$ cat config.mk
export PLATFORM = sky130hd
export DESIGN_NAME = fifo_flagged
export DESIGN_NICKNAME = d
export VERILOG_FILES = /design/src/rtl/fifo_pkg.sv /design/src/rtl/fifo_flagged_ctrl.sv /design/src/rtl/fifo_flagged.sv
export SDC_FILE = /design/constraint.sdc
export NUM_CORES = 1
export LEC_CHECK = 0
export ABC_AREA = 0
export ABC_CLOCK_PERIOD_IN_PS = 3200
export CAP_MARGIN = 20
export CORE_MARGIN = 2
export CORE_UTILIZATION = 25
export DETAILED_ROUTE_END_ITERATION = 10
export SETUP_SLACK_MARGIN = 0.3
export SLEW_MARGIN = 20
export SYNTH_ARGS = -nofsm -noshare
export SYNTH_HDL_FRONTEND = slang
export SYNTH_SLANG_ARGS = --single-unit
$ cat constraint.sdc
create_clock -name clk -period 3.2 [get_ports clk]
set_input_delay 0.48 -clock clk [delete_from_list [all_inputs] [get_ports clk]]
set_output_delay 0.48 -clock clk [all_outputs]
set_load 0.02 [all_outputs]
$ cat src/rtl/fifo_pkg.sv
// Shared constants and helpers for the flagged FIFO family.
package fifo_pkg;

   localparam int AF_OFFSET  = 2;
   localparam int AE_DEFAULT = 2;

   // Bits needed to hold values 0..depth inclusive.
   function automatic int count_width(input int depth);
      int n;
      n = 0;
      for (int i = 0; i < 31; i++) begin
         if ((1 << i) <= depth) n = i + 1;
      end
      return n;
   endfunction

endpackage

$ cat src/rtl/fifo_flagged_ctrl.sv
// Pointer, occupancy and error-flag control for fifo_flagged.
module fifo_flagged_ctrl
   import fifo_pkg::*;
#(
   parameter int W        = 4,
   parameter int AF_LEVEL = 2**W - AF_OFFSET,
   parameter int AE_LEVEL = AE_DEFAULT
) (
   input  logic                              clk,
   input  logic                              reset,
   input  logic                              wr,
   input  logic                              rd,
   input  logic                              clr_err,
   output logic                              we,
   output logic [W-1:0]                      w_ptr,
   output logic [W-1:0]                      r_ptr,
   output logic [count_width(2**W)-1:0]      count,
   output logic                              full,
   output logic                              empty,
   output logic                              almost_full,
   output logic                              almost_empty,
   output logic                              overflow,
   output logic                              underflow
);

   localparam int CW = count_width(2**W);
   localparam logic [CW-1:0] DEPTH_C = CW'(2**W);
   localparam logic [CW-1:0] AF_C    = CW'(AF_LEVEL);
   localparam logic [CW-1:0] AE_C    = CW'(AE_LEVEL);

   logic [W-1:0]  w_ptr_reg, w_ptr_next;
   logic [W-1:0]  r_ptr_reg, r_ptr_next;
   logic [CW-1:0] count_reg, count_next;
   logic          overflow_reg, overflow_next;
   logic          underflow_reg, underflow_next;
   logic          do_wr, do_rd;

   assign full         = (count_reg == DEPTH_C);
   assign empty        = (count_reg == '0);
   assign almost_full  = (count_reg >= AF_C);
   assign almost_empty = (count_reg <= AE_C);

   // A full FIFO still accepts a write when the same cycle pops the head.
   assign do_wr = wr & (~full | rd);
   assign do_rd = rd & ~empty;
   assign we    = do_wr;

   always_comb begin
      w_ptr_next     = w_ptr_reg;
      r_ptr_next     = r_ptr_reg;
      count_next     = count_reg;
      overflow_next  = overflow_reg;
      underflow_next = underflow_reg;
      if (do_wr) w_ptr_next = w_ptr_reg + W'(1);
      if (do_rd) r_ptr_next = r_ptr_reg + W'(1);
      case ({do_wr, do_rd})
         2'b10:   count_next = count_reg + CW'(1);
         2'b01:   count_next = count_reg - CW'(1);
         default: count_next = count_reg;
      endcase
      // A fresh error in the clearing cycle takes priority over clr_err.
      if (wr & full & ~rd)        overflow_next = 1'b1;
      else if (clr_err)           overflow_next = 1'b0;
      if (rd & empty & ~wr)       underflow_next = 1'b1;
      else if (clr_err)           underflow_next = 1'b0;
   end

   always_ff @(posedge clk) begin
      if (reset) begin
         w_ptr_reg     <= '0;
         r_ptr_reg     <= '0;
         count_reg     <= '0;
         overflow_reg  <= 1'b0;
         underflow_reg <= 1'b0;
      end else begin
         w_ptr_reg     <= w_ptr_next;
         r_ptr_reg     <= r_ptr_next;
         count_reg     <= count_next;
         overflow_reg  <= overflow_next;
         underflow_reg <= underflow_next;
      end
   end

   assign w_ptr     = w_ptr_reg;
   assign r_ptr     = r_ptr_reg;
   assign count     = count_reg;
   assign overflow  = overflow_reg;
   assign underflow = underflow_reg;

endmodule

$ cat src/rtl/fifo_flagged.sv
// First-word-fall-through synchronous FIFO with occupancy and sticky error flags.
module fifo_flagged
   import fifo_pkg::*;
#(
   parameter int B        = 8,
   parameter int W        = 4,
   parameter int AF_LEVEL = 2**W - AF_OFFSET,
   parameter int AE_LEVEL = AE_DEFAULT
) (
   input  logic                          clk,
   input  logic                          reset,
   input  logic                          wr,
   input  logic [B-1:0]                  w_data,
   input  logic                          rd,
   input  logic                          clr_err,
   output logic [B-1:0]                  r_data,
   output logic                          full,
   output logic                          empty,
   output logic                          almost_full,
   output logic                          almost_empty,
   output logic [count_width(2**W)-1:0]  count,
   output logic                          overflow,
   output logic                          underflow
);

   logic [B-1:0] mem [2**W];
   logic [W-1:0] w_ptr, r_ptr;
   logic         we;

   fifo_flagged_ctrl #(
      .W        (W),
      .AF_LEVEL (AF_LEVEL),
      .AE_LEVEL (AE_LEVEL)
   ) u_ctrl (
      .clk          (clk),
      .reset        (reset),
      .wr           (wr),
      .rd           (rd),
      .clr_err      (clr_err),
      .we           (we),
      .w_ptr        (w_ptr),
      .r_ptr        (r_ptr),
      .count        (count),
      .full         (full),
      .empty        (empty),
      .almost_full  (almost_full),
      .almost_empty (almost_empty),
      .overflow     (overflow),
      .underflow    (underflow)
   );

   // Storage is left uninitialised on reset; the pointers make old words unreachable.
   always_ff @(posedge clk) begin
      if (we) mem[w_ptr] <= w_data;
   end

   assign r_data = mem[r_ptr];

endmodule

==> metrics.cfg <==
[status]
status=finished, final reports clean

[cts]
htree_levels=4
cts-buffers-inserted=17
clkSinkCount=147
tritoncts=built
clkTransAtPathRegs_ns=0.06
root_buffer=clkbuf_16
cts_setup_buffers=0
insertion_delay_ns=0.42
clockBufferDepth=2

[logic_synthesis]
ys_top_cells_by_area=edfxtp_1 (65%), mux4_2 (12%), dfxtp_1 (6.4%), a22oi_1 (2.0%), ha_1 (1.9%)
synth_common_cells=edfxtp_1 (128), mux4_2 (32), dfxtp_1 (19), and2_1 (17), nor2_1 (17)
yosysUniqueCellTypes=43
synth_top_area_share_pct=64.58
synth_seq_cells=147
syn_nets=355
yosysMostFrequentCell=edfxtp_1
synth_top_area_cell=edfxtp_1
yosysSeqAreaShare_pct=70.97
synth.avg_cell_area_um2=17.87
synth_edf_count=128
synth_ff_type=edfxtp_1
ys_async_sr_fraction_pct=0
syn_inst=333
synth_warnings=0
syn_area_um2=5952

[power]
p_leak_nw=2.372
powerDensity_nw_per_um2=743.7
swShare_pct=28.83
seqPwrFrac_pct=41.2
p_switching_mw=1.566
p_comb_share_pct=24.3
cell_internal_pwr_mw=3.866
power_frac_clock_pct=34.5
ir_drop_v=0.0007381

[setup_path]
arrival_ns=3.16
crit_required_ns=3.56
worst-setup-path-type=reg -> reg
crit_path_end_kind=flip-flop
reg2reg_depth=9
r2r_end=u_ctrl.count[4]
startpoint=u_ctrl.count[0]
timing.rr.start=u_ctrl.count[0]
worst_setup_path_start_kind=flip-flop
cp_max_fo=9
regToRegSetupSlack_ns=0.40

[sta]
timing.final.max_slew_violations=0
tns_ns=0
tightestPinTransition_ns=0.7364
setup_viol=0
clock_skew_ns=0.008142
period_minus_slack_ns=2.797
rsz0062_at_grt=no
setup_slack_ns=0.4035
fmax_ghz=0.3576
period_share_pct=87.39
relSlewSlack_pct=50.75
hold_violations=0

[floorplanning]
die_area_um2=25060
ios=32
die_x_um=158.3
die_y_um=158.3
core_um2=23400
rows=56
initial_core_util_pct=25.43

[global_routing]
grt_usage_pct=10.96
grt_pass1_vias=3293
grt_pass1_wl_um=19640
grt_max_degree=33
antenna_found_initial=0
grt_overflow_total=0

[hold_path]
min_path_type=reg -> reg
whs_endpoint=u_ctrl.underflow
min_from=u_ctrl.underflow
whs_path_depth=2

[layout]
diodes=0
syn_to_final_growth_pct=22.72
largest_reg_flops=128
layout-drive-gt1-share_pct=21.52
fin_nets=404

[detailed_routing]
drt_first_iter_violations=198
drc_errors=0
ant_nets=0
wire_per_inst_um=17.91
vias_per_cell=4.361
wl_um=12790
drtPass1Iterations=5
via_count=3114

[placement]
pre_cts_ws_ns=0.2768
gp_congestion=0.7582
port_buffers=31
post-dp-hpwl_um=7886

[flow_run]
cap_violations=0

==> repair_timing <==
item / CTS / global route
gates resized for setup: 11 / 2
endpoints found under the setup margin: 9 / 2
hold buffers: 0 / 0
endpoints found under the hold margin: 0 / 0
==> cells by family after synthesis <==
logic type      count (synthesis)  synth area share [%]
xor+xnor                        8                 1.177
flops                         147                 70.97
compound gates                 35                 4.436
mux                            35                 12.61
fa+ha+maj                       9                 1.892
buf+inv                        23                 1.787
simple gates                   76                 7.127
==> power groups by stage <==
| stage | clock [mW] | sequential (mW) | combinational (mW) |
|---|---|---|---|
| 3_5_place_dp | 0 | 2.28 | 1.34 |
| 2_1_floorplan | 0 | 2.29 | 0.866 |
| 4_1_cts | 1.90 | 2.24 | 1.33 |
| 6_report | 1.88 | 2.24 | 1.32 |
| 3_3_place_gp | 0 | 2.27 | 1.32 |
| 5_1_grt | 1.99 | 2.25 | 1.44 |
==> cells in the final DEF, fill, tap and decap left out, types with 2 or more instances in the layout <==
cell / Yosys / routed
nor4b_1: 2 / 2
mux4_2: 32 / 32
a22oi_1: 16 / 16
xnor2_1: 2 / 2
and2_1: 17 / 17
dfxtp_1: 19 / 18
edfxtp_1: 128 / 128
xor2_1: 6 / 6
nand2_1: 13 / 13
nand3_1: 3 / 3
buf_12: 0 / 2
nor2b_1: 3 / 3
o211ai_1: 2 / 2
buf_4: 0 / 14
nand4_1: 3 / 3
mux2i_1: 3 / 3
o21ai_0: 4 / 4
nor3_1: 2 / 2
clkinvlp_4: 0 / 3
clkbuf_16: 0 / 17
nand4b_1: 2 / 2
a21oi_1: 5 / 5
inv_1: 5 / 5
nand2b_1: 3 / 3
ha_1: 9 / 8
inv_6: 0 / 5
or3_1: 3 / 3
dlygate4sd2_1: 0 / 7
nor2_1: 17 / 17
clkinv_4: 0 / 2
clkdlybuf4s50_1: 0 / 23
clkinv_2: 0 / 2
==> how the worst max path moves through the flow <==
stage | end | slack [ns] | cells after the start
6_report | u_ctrl.count[4] | 0.40 | 9
5_1_grt | u_ctrl.count[4] | 0.32 | 9
4_1_cts | r_data[2] | 0.30 | 5
3_5_place_dp | u_ctrl.count[4] | 0.28 | 9
3_3_place_gp | u_ctrl.count[4] | 0.32 | 9
2_1_floorplan | u_ctrl.count[4] | 0.17 | 12
==> critical path, cell delays in order (launching register included) <==
cell and delay, ns:
dfxtp_1 0.39, or4_4 0.65, o21ai_4 0.20, inv_1 0.11
ha_4 0.20, ha_1 0.32, o21ai_0 0.08, or3_1 0.35
a2111o_1 0.38, nand4_1 0.07
==> area by class of cell <==
cell class	count	area, um2
fill	2298	16100
sequential	147	4228
multi-input combinational	163	1642
timing repair buffer	48	460.4
clock buffer	18	429.2
tap	319	399.1
clock inverter	14	127.6
inverter	5	18.77
==> metal layers <==
layer  share of wire (%)  track usage [%]  wire length (um)
met2                  49            17.43              6261
met3                 5.7            3.402               724
met4                0.64            2.831                82
met1                  45            14.61              5718
met5                   0                0                 0
==> metrics by stage <==
stage	total power, mW	instance area, um2	util, %	hold slack, ns	cells
after floorplan	3.158	5953	-	0.4847	333
after global placement	3.593	6728	28.75	0.4581	682
after detailed placement	3.614	6728	28.75	0.4625	682
after CTS	5.476	7292	31.16	0.4772	714
after global routing	5.679	7305	31.21	0.5065	714
final	5.432	7305	31.21	0.4719	714
Note: power is estimated with default switching activity, not from simulation.
